**config.mk**
```make
export PLATFORM = sky130hd
export DESIGN_NAME = decode_regfile_wb_arbiter
export DESIGN_NICKNAME = d
export VERILOG_FILES = /design/src/rtl/decode_regfile_wb_arbiter.sv
export SDC_FILE = /design/constraint.sdc
export NUM_CORES = 1
export LEC_CHECK = 0
export ABC_AREA = 1
export CAP_MARGIN = 0
export CORE_MARGIN = 3
export CORE_UTILIZATION = 36
export DETAILED_ROUTE_END_ITERATION = 10
export MAX_ROUTING_LAYER = met4
export PLACE_DENSITY = 0.91
export SKIP_CTS_REPAIR_TIMING = 1
export SYNTH_ARGS = -nofsm -noshare
export SYNTH_HDL_FRONTEND = slang
export SYNTH_SLANG_ARGS = --single-unit
export TNS_END_PERCENT = 1
```
**constraint.sdc**
```tcl
create_clock -name clk -period 3.7 [get_ports clk]
set_input_delay 1.11 -clock clk [delete_from_list [all_inputs] [get_ports clk]]
set_output_delay 1.11 -clock clk [all_outputs]
set_load 0.02 [all_outputs]
```
**src/rtl/decode_regfile_wb_arbiter.sv**
```systemverilog
// Write-port arbiter for the decode-stage regfile: grants one of two writeback
// requesters per cycle, stages the winner for one cycle and bypasses it to both read ports.
module decode_regfile_wb_arbiter #(
  parameter int ADDR_W     = 5,
  parameter int DATA_W     = 32,
  parameter int FIXED_PRIO = 0
) (
  input  logic              clk,
  input  logic              reset,
  input  logic              hold,
  input  logic              s0_valid,
  output logic              s0_ready,
  input  logic [ADDR_W-1:0] s0_addr,
  input  logic [DATA_W-1:0] s0_data,
  input  logic              s1_valid,
  output logic              s1_ready,
  input  logic [ADDR_W-1:0] s1_addr,
  input  logic [DATA_W-1:0] s1_data,
  output logic [ADDR_W-1:0] waddr,
  output logic              wen,
  output logic [DATA_W-1:0] wdata,
  input  logic [ADDR_W-1:0] raddr0,
  input  logic [ADDR_W-1:0] raddr1,
  output logic              fwd0_hit,
  output logic [DATA_W-1:0] fwd0_data,
  output logic              fwd1_hit,
  output logic [DATA_W-1:0] fwd1_data
);

  localparam bit FIXED = (FIXED_PRIO != 0);

  logic              rr_ptr;
  logic              active;
  logic              gnt0_p0;
  logic              gnt1_p0;
  logic              xfer_p0;
  logic [ADDR_W-1:0] addr_p0;
  logic [DATA_W-1:0] data_p0;

  logic              vld_p1;
  logic [ADDR_W-1:0] waddr_p1;
  logic [DATA_W-1:0] wdata_p1;

  // Stage p0: grant selection and winner mux
  always_comb begin
    active  = !reset && !hold;
    gnt0_p0 = active && s0_valid && (!s1_valid || FIXED || !rr_ptr);
    gnt1_p0 = active && s1_valid && !gnt0_p0;
    xfer_p0 = gnt0_p0 || gnt1_p0;
    addr_p0 = gnt1_p0 ? s1_addr : s0_addr;
    data_p0 = gnt1_p0 ? s1_data : s0_data;
  end

  assign s0_ready = gnt0_p0;
  assign s1_ready = gnt1_p0;

  // Stage p1: staged regfile write; r0 targets are accepted but never enabled
  always_ff @(posedge clk) begin
    if (reset) begin
      rr_ptr   <= 1'b0;
      vld_p1   <= 1'b0;
      waddr_p1 <= '0;
      wdata_p1 <= '0;
    end else if (xfer_p0) begin
      rr_ptr   <= gnt0_p0;
      vld_p1   <= (addr_p0 != '0);
      waddr_p1 <= addr_p0;
      wdata_p1 <= data_p0;
    end else begin
      vld_p1   <= 1'b0;
    end
  end

  assign wen   = vld_p1;
  assign waddr = waddr_p1;
  assign wdata = wdata_p1;

  // The regfile commits a cycle late, so reads of the staged register take the bypass
  always_comb begin
    fwd0_hit  = !reset && vld_p1 && (waddr_p1 == raddr0) && (raddr0 != '0);
    fwd1_hit  = !reset && vld_p1 && (waddr_p1 == raddr1) && (raddr1 != '0);
    fwd0_data = wdata_p1;
    fwd1_data = wdata_p1;
  end

endmodule

```
# Word level (Yosys, flattened, before mapping)
# Cells that the tools add are included.
# totals
reg_bits,39
inputBits,89
out_inout_bits,106
elab_cells,30
# op_classes
n_eq_ne,2
mux,2
n_bitwise,1
n_reduce_logical,21
# ops
cell,n
$mux 32,1
$reduce_bool 5->1,3
$eq 5x5->1,2
$logic_and 1x1->1,10
$logic_not 1->1,5
$mux 5,1
$logic_or 1x1->1,2
$reduce_or 2->1,1
$not 1->1,1

# Logic depth before layout (Yosys ltp)
# depth
depth_word,9
ltp_mapped,10
ltp_nobuf,9

# Worst setup path before layout
# No wires, ideal clock.
# synth_timing
kind,input to output
startpoint,in raddr1[2]
endpoint,out fwd1_hit
t_arrival_ns,1.886
required_ns,2.590
path_slack_ns,0.704
stages,5
path_buffers,0
path_cell_list,inv_1 nor2_1 nor3_1 nand4_1 nor3_1
# synth_between
elab_chain_cells,3
elab_cells_between_ends,4
classes_between,1 x eq/ne; 3 x reduce/logical
# synth_rtl
item,line,source
start: declaration,23,"input logic [ADDR_W-1:0] raddr1,"
$eq 5x5->1,81,fwd1_hit = !reset && vld_p1 && (waddr_p1 == raddr1) && (raddr1 != '0);
$logic_and 1x1->1,81,
$logic_and 1x1->1 (*),81,
end: declaration,26,"output logic fwd1_hit,"
# Every way passes the cells marked *; elsewhere a longest branch is shown, timed or not.

# Worst setup path after layout
# layout_timing
startpoint,in raddr1[3]
endpoint,out fwd1_hit
# The elaborated chain is that of the path after synthesis.

==> impl_metrics.tcl <==
set metrics [dict create \
    num_antenna_cells 0 \
    ys.warnings.count 0 \
    min_from "fwd0_data[30]$_SDFFE_PP0P_" \
    wl_um 8190 \
    critPathLaunch "raddr1[3]" \
    ant_nets 0 \
    grt_use_total_pct 19.9 \
    synth_area_leader_cell "dfxtp_1" \
    ys_seq_elements 39 \
    grt_max_degree 39 \
    period_needed_ns 3.59 \
    layout.nets 533 \
    pin_count 195 \
    timing.rr.end "fwd0_data[31]$_SDFFE_PP0P_" \
    ys_types 31 \
    dr.pass1.iters 4 \
    die_area_um2 7960 \
    worstPathMaxFanout 2 \
    vias_per_cell 4.97 \
    synthSimpleGateAreaFrac_pct 21.9 \
    wl_per_cell_um 15.7 \
    dpl.hpwl_um 6410 \
    fin_crit_sh_pct 97.1 \
    synthMuxAreaShare_pct 0 \
    ys_seq_area_share_pct 31.3 \
    multi_input_area_um2 1010 \
    power.leakage_nw 1.68 \
    start_kind "input pin" \
    clk-insertion-delay-late_ns 0.29 \
    htree_levels 2 \
    finClkSkew_ns 0.00228 \
    place.gp.congestion 0.881 \
    grt_pass1_wl_um 12000 \
    required_ns 2.59 \
    async_flop_share_pct 0 \
    final_cells 522 \
    synth_common_cells "buf_4 (65), nand2_1 (50), dfxtp_1 (39)" \
    status "complete, no violations" \
    syn_inst 314 \
    drive_gt1_share_pct 9.44 \
    synth_most_common_cell "buf_4" \
    die-height_um 89.2 \
    core_um2 6530 \
    synthesis.area_um2 2490 \
    endpoint "fwd1_hit" \
    synth_area_per_cell_um2 7.94 \
    cts_sinks 39 \
    initial_core_util_pct 38.2 \
    slew_headroom_pct 68.2 \
    drt_iter0_markers 100 \
    cts-root-buf "clkbuf_8" \
    post-place-cells 514 \
    crit_type "in2out" \
    maxCapViolCount 0 \
    nFillCells 551 \
    total_power_w 0.00144 \
    num_vias 2592 \
    setup-violations-final 0 \
    synth_top_family_by_area "buffers and inverters" \
    cp.arrival_ns 2.48 \
    synth_top_area_share_pct 31.3 \
    r2r_slack_ns 1.85 \
    hp-class "reg2reg" \
    cts_buffer_depth 2 \
    synth_ff_type "dfxtp_1" \
    vdd_drop_max_mv 0.229 \
    drcViolationCount 0 \
    slew_viol_final 0 \
    synth_area_leaders "dfxtp_1 (31%), buf_4 (20%), o221ai_2 (9.6%)" \
    die_w_um 89.2 \
    synth-xor-area-share_pct 0.702 \
    grt-ovfl-total 0 \
    antenna_found_initial 0 \
    fmax_ghz 0.278 \
    regArea_um2 781 \
    area_growth_pct 64.6 \
    synth-edff-count 0 \
    port_buffers 194 \
    worst_pin_slew_ns 0.478 \
    cts_buffers 5 \
    cts_tree "yes" \
    worstRegToRegCells 9 \
    grt_pass1_vias 2561 \
    syn_nets 403 \
    cp-end-kind "primary output" \
    synth_compound_gate_area_share_pct 18.0 \
    synthAdderAreaFrac_pct 0 \
    path_clk_slew_ns 0.08 \
    finalHoldViolCount 0 \
    r2r_start "rr_ptr$_SDFFE_PP0P_" \
    power.density_nw_per_um2 351 \
    placementRows 29 \
]
[layout make-up]
type | instances | area share (%)
tap | 77 | 2.35
timing repair buffer | 204 | 49.4
clock buffer | 6 | 2.01
multi-input combinational | 176 | 24.7
sequential | 39 | 19.0
clock inverter | 2 | 0.854
inverter | 18 | 1.71
[report_power, final]
group	switching (W)	total (W)	internal, W
Clock	0.000160	0.000378	0.000218
Sequential	0.0000388	0.000498	0.000459
Combinational	0.000272	0.000564	0.000292
[routing by layer]
layer	track usage, %	wire [µm]	vias to the layer above
met1	22.6	3150	1191
met2	34.2	4190	138
met4	7.44	138	0
li1	-	-	1250
met5	-	0	-
met3	4.24	711	13
[sequential cells by signal (all words and copies together) (netlist names)]
register and cells:
fwd0_data 32, rr_ptr 1, waddr 5, wen 1
[worst min-delay path by stage]
stage | to | slack [ns] | depth (start not counted)
finish | fwd0_data[30]$_SDFFE_PP0P_ | 0.51 | 2
global route | fwd0_data[30]$_SDFFE_PP0P_ | 0.53 | 2
CTS | fwd0_data[30]$_SDFFE_PP0P_ | 0.51 | 2
detailed placement | fwd0_data[30]$_SDFFE_PP0P_ | 0.50 | 2
global placement | rr_ptr$_SDFFE_PP0P_ | 0.47 | 2
floorplan | rr_ptr$_SDFFE_PP0P_ | 0.46 | 2
[cell usage in the layout (no fill, tap or decap)]
master             n
clkdlybuf4s50_1  190
nand2_1           50
dfxtp_1           39
nand3_1           38
nor2_1            21
o21ai_1           17
o221ai_2          16
inv_1             14
o21ai_0           10
buf_4             10
clkbuf_8           6
o211ai_1           4
dlymetal6s2s_1     4
nand4_1            3
a21oi_1            3
inv_2              2
xnor2_1            2
o22ai_1            2
nor3_1             2
nand2_2            1
nor2_4             1
nor2_2             1
nand3_2            1
clkinv_1           1
a22o_1             1
nor2_8             1
inv_4              1
or2_0              1
o31ai_1            1
bufinv_16          1
clkinv_2           1
[kinds of logic (layout without fill, tap and decap cells)]
group,Yosys count,after routing
buffers and inverters,99,230
xor gates and xnor gates,2,2
AOI/OAI and AO/OA,54,54
and+or+nand+nor,120,120
DFF,39,39
[through the flow]
stage / setup TNS [ns] / setup WS (ns) / util, % / cell area, µm² / hold WS (ns)
floorplan: 0 / 0.704 / - / 2490 / 0.457
global placement: -0.205 / -0.105 / 60.9 / 3980 / 0.474
global route: -0.00922 / -0.00922 / 62.8 / 4100 / 0.530
finish: 0 / 0.108 / 62.8 / 4100 / 0.506
detailed placement: -0.343 / -0.213 / 60.9 / 3980 / 0.495
CTS: -0.356 / -0.215 / 62.7 / 4090 / 0.512
[critical path, stage by stage]
cell,delay [ns]
clkdlybuf4s50_1,0.48
inv_1,0.04
nand2_1,0.05
nand2_1,0.04
nor3_1,0.15
nand4_1,0.12
nor3_1,0.20
dlymetal6s2s_1,0.29
No activity file was read; power rests on OpenSTA's default activity.
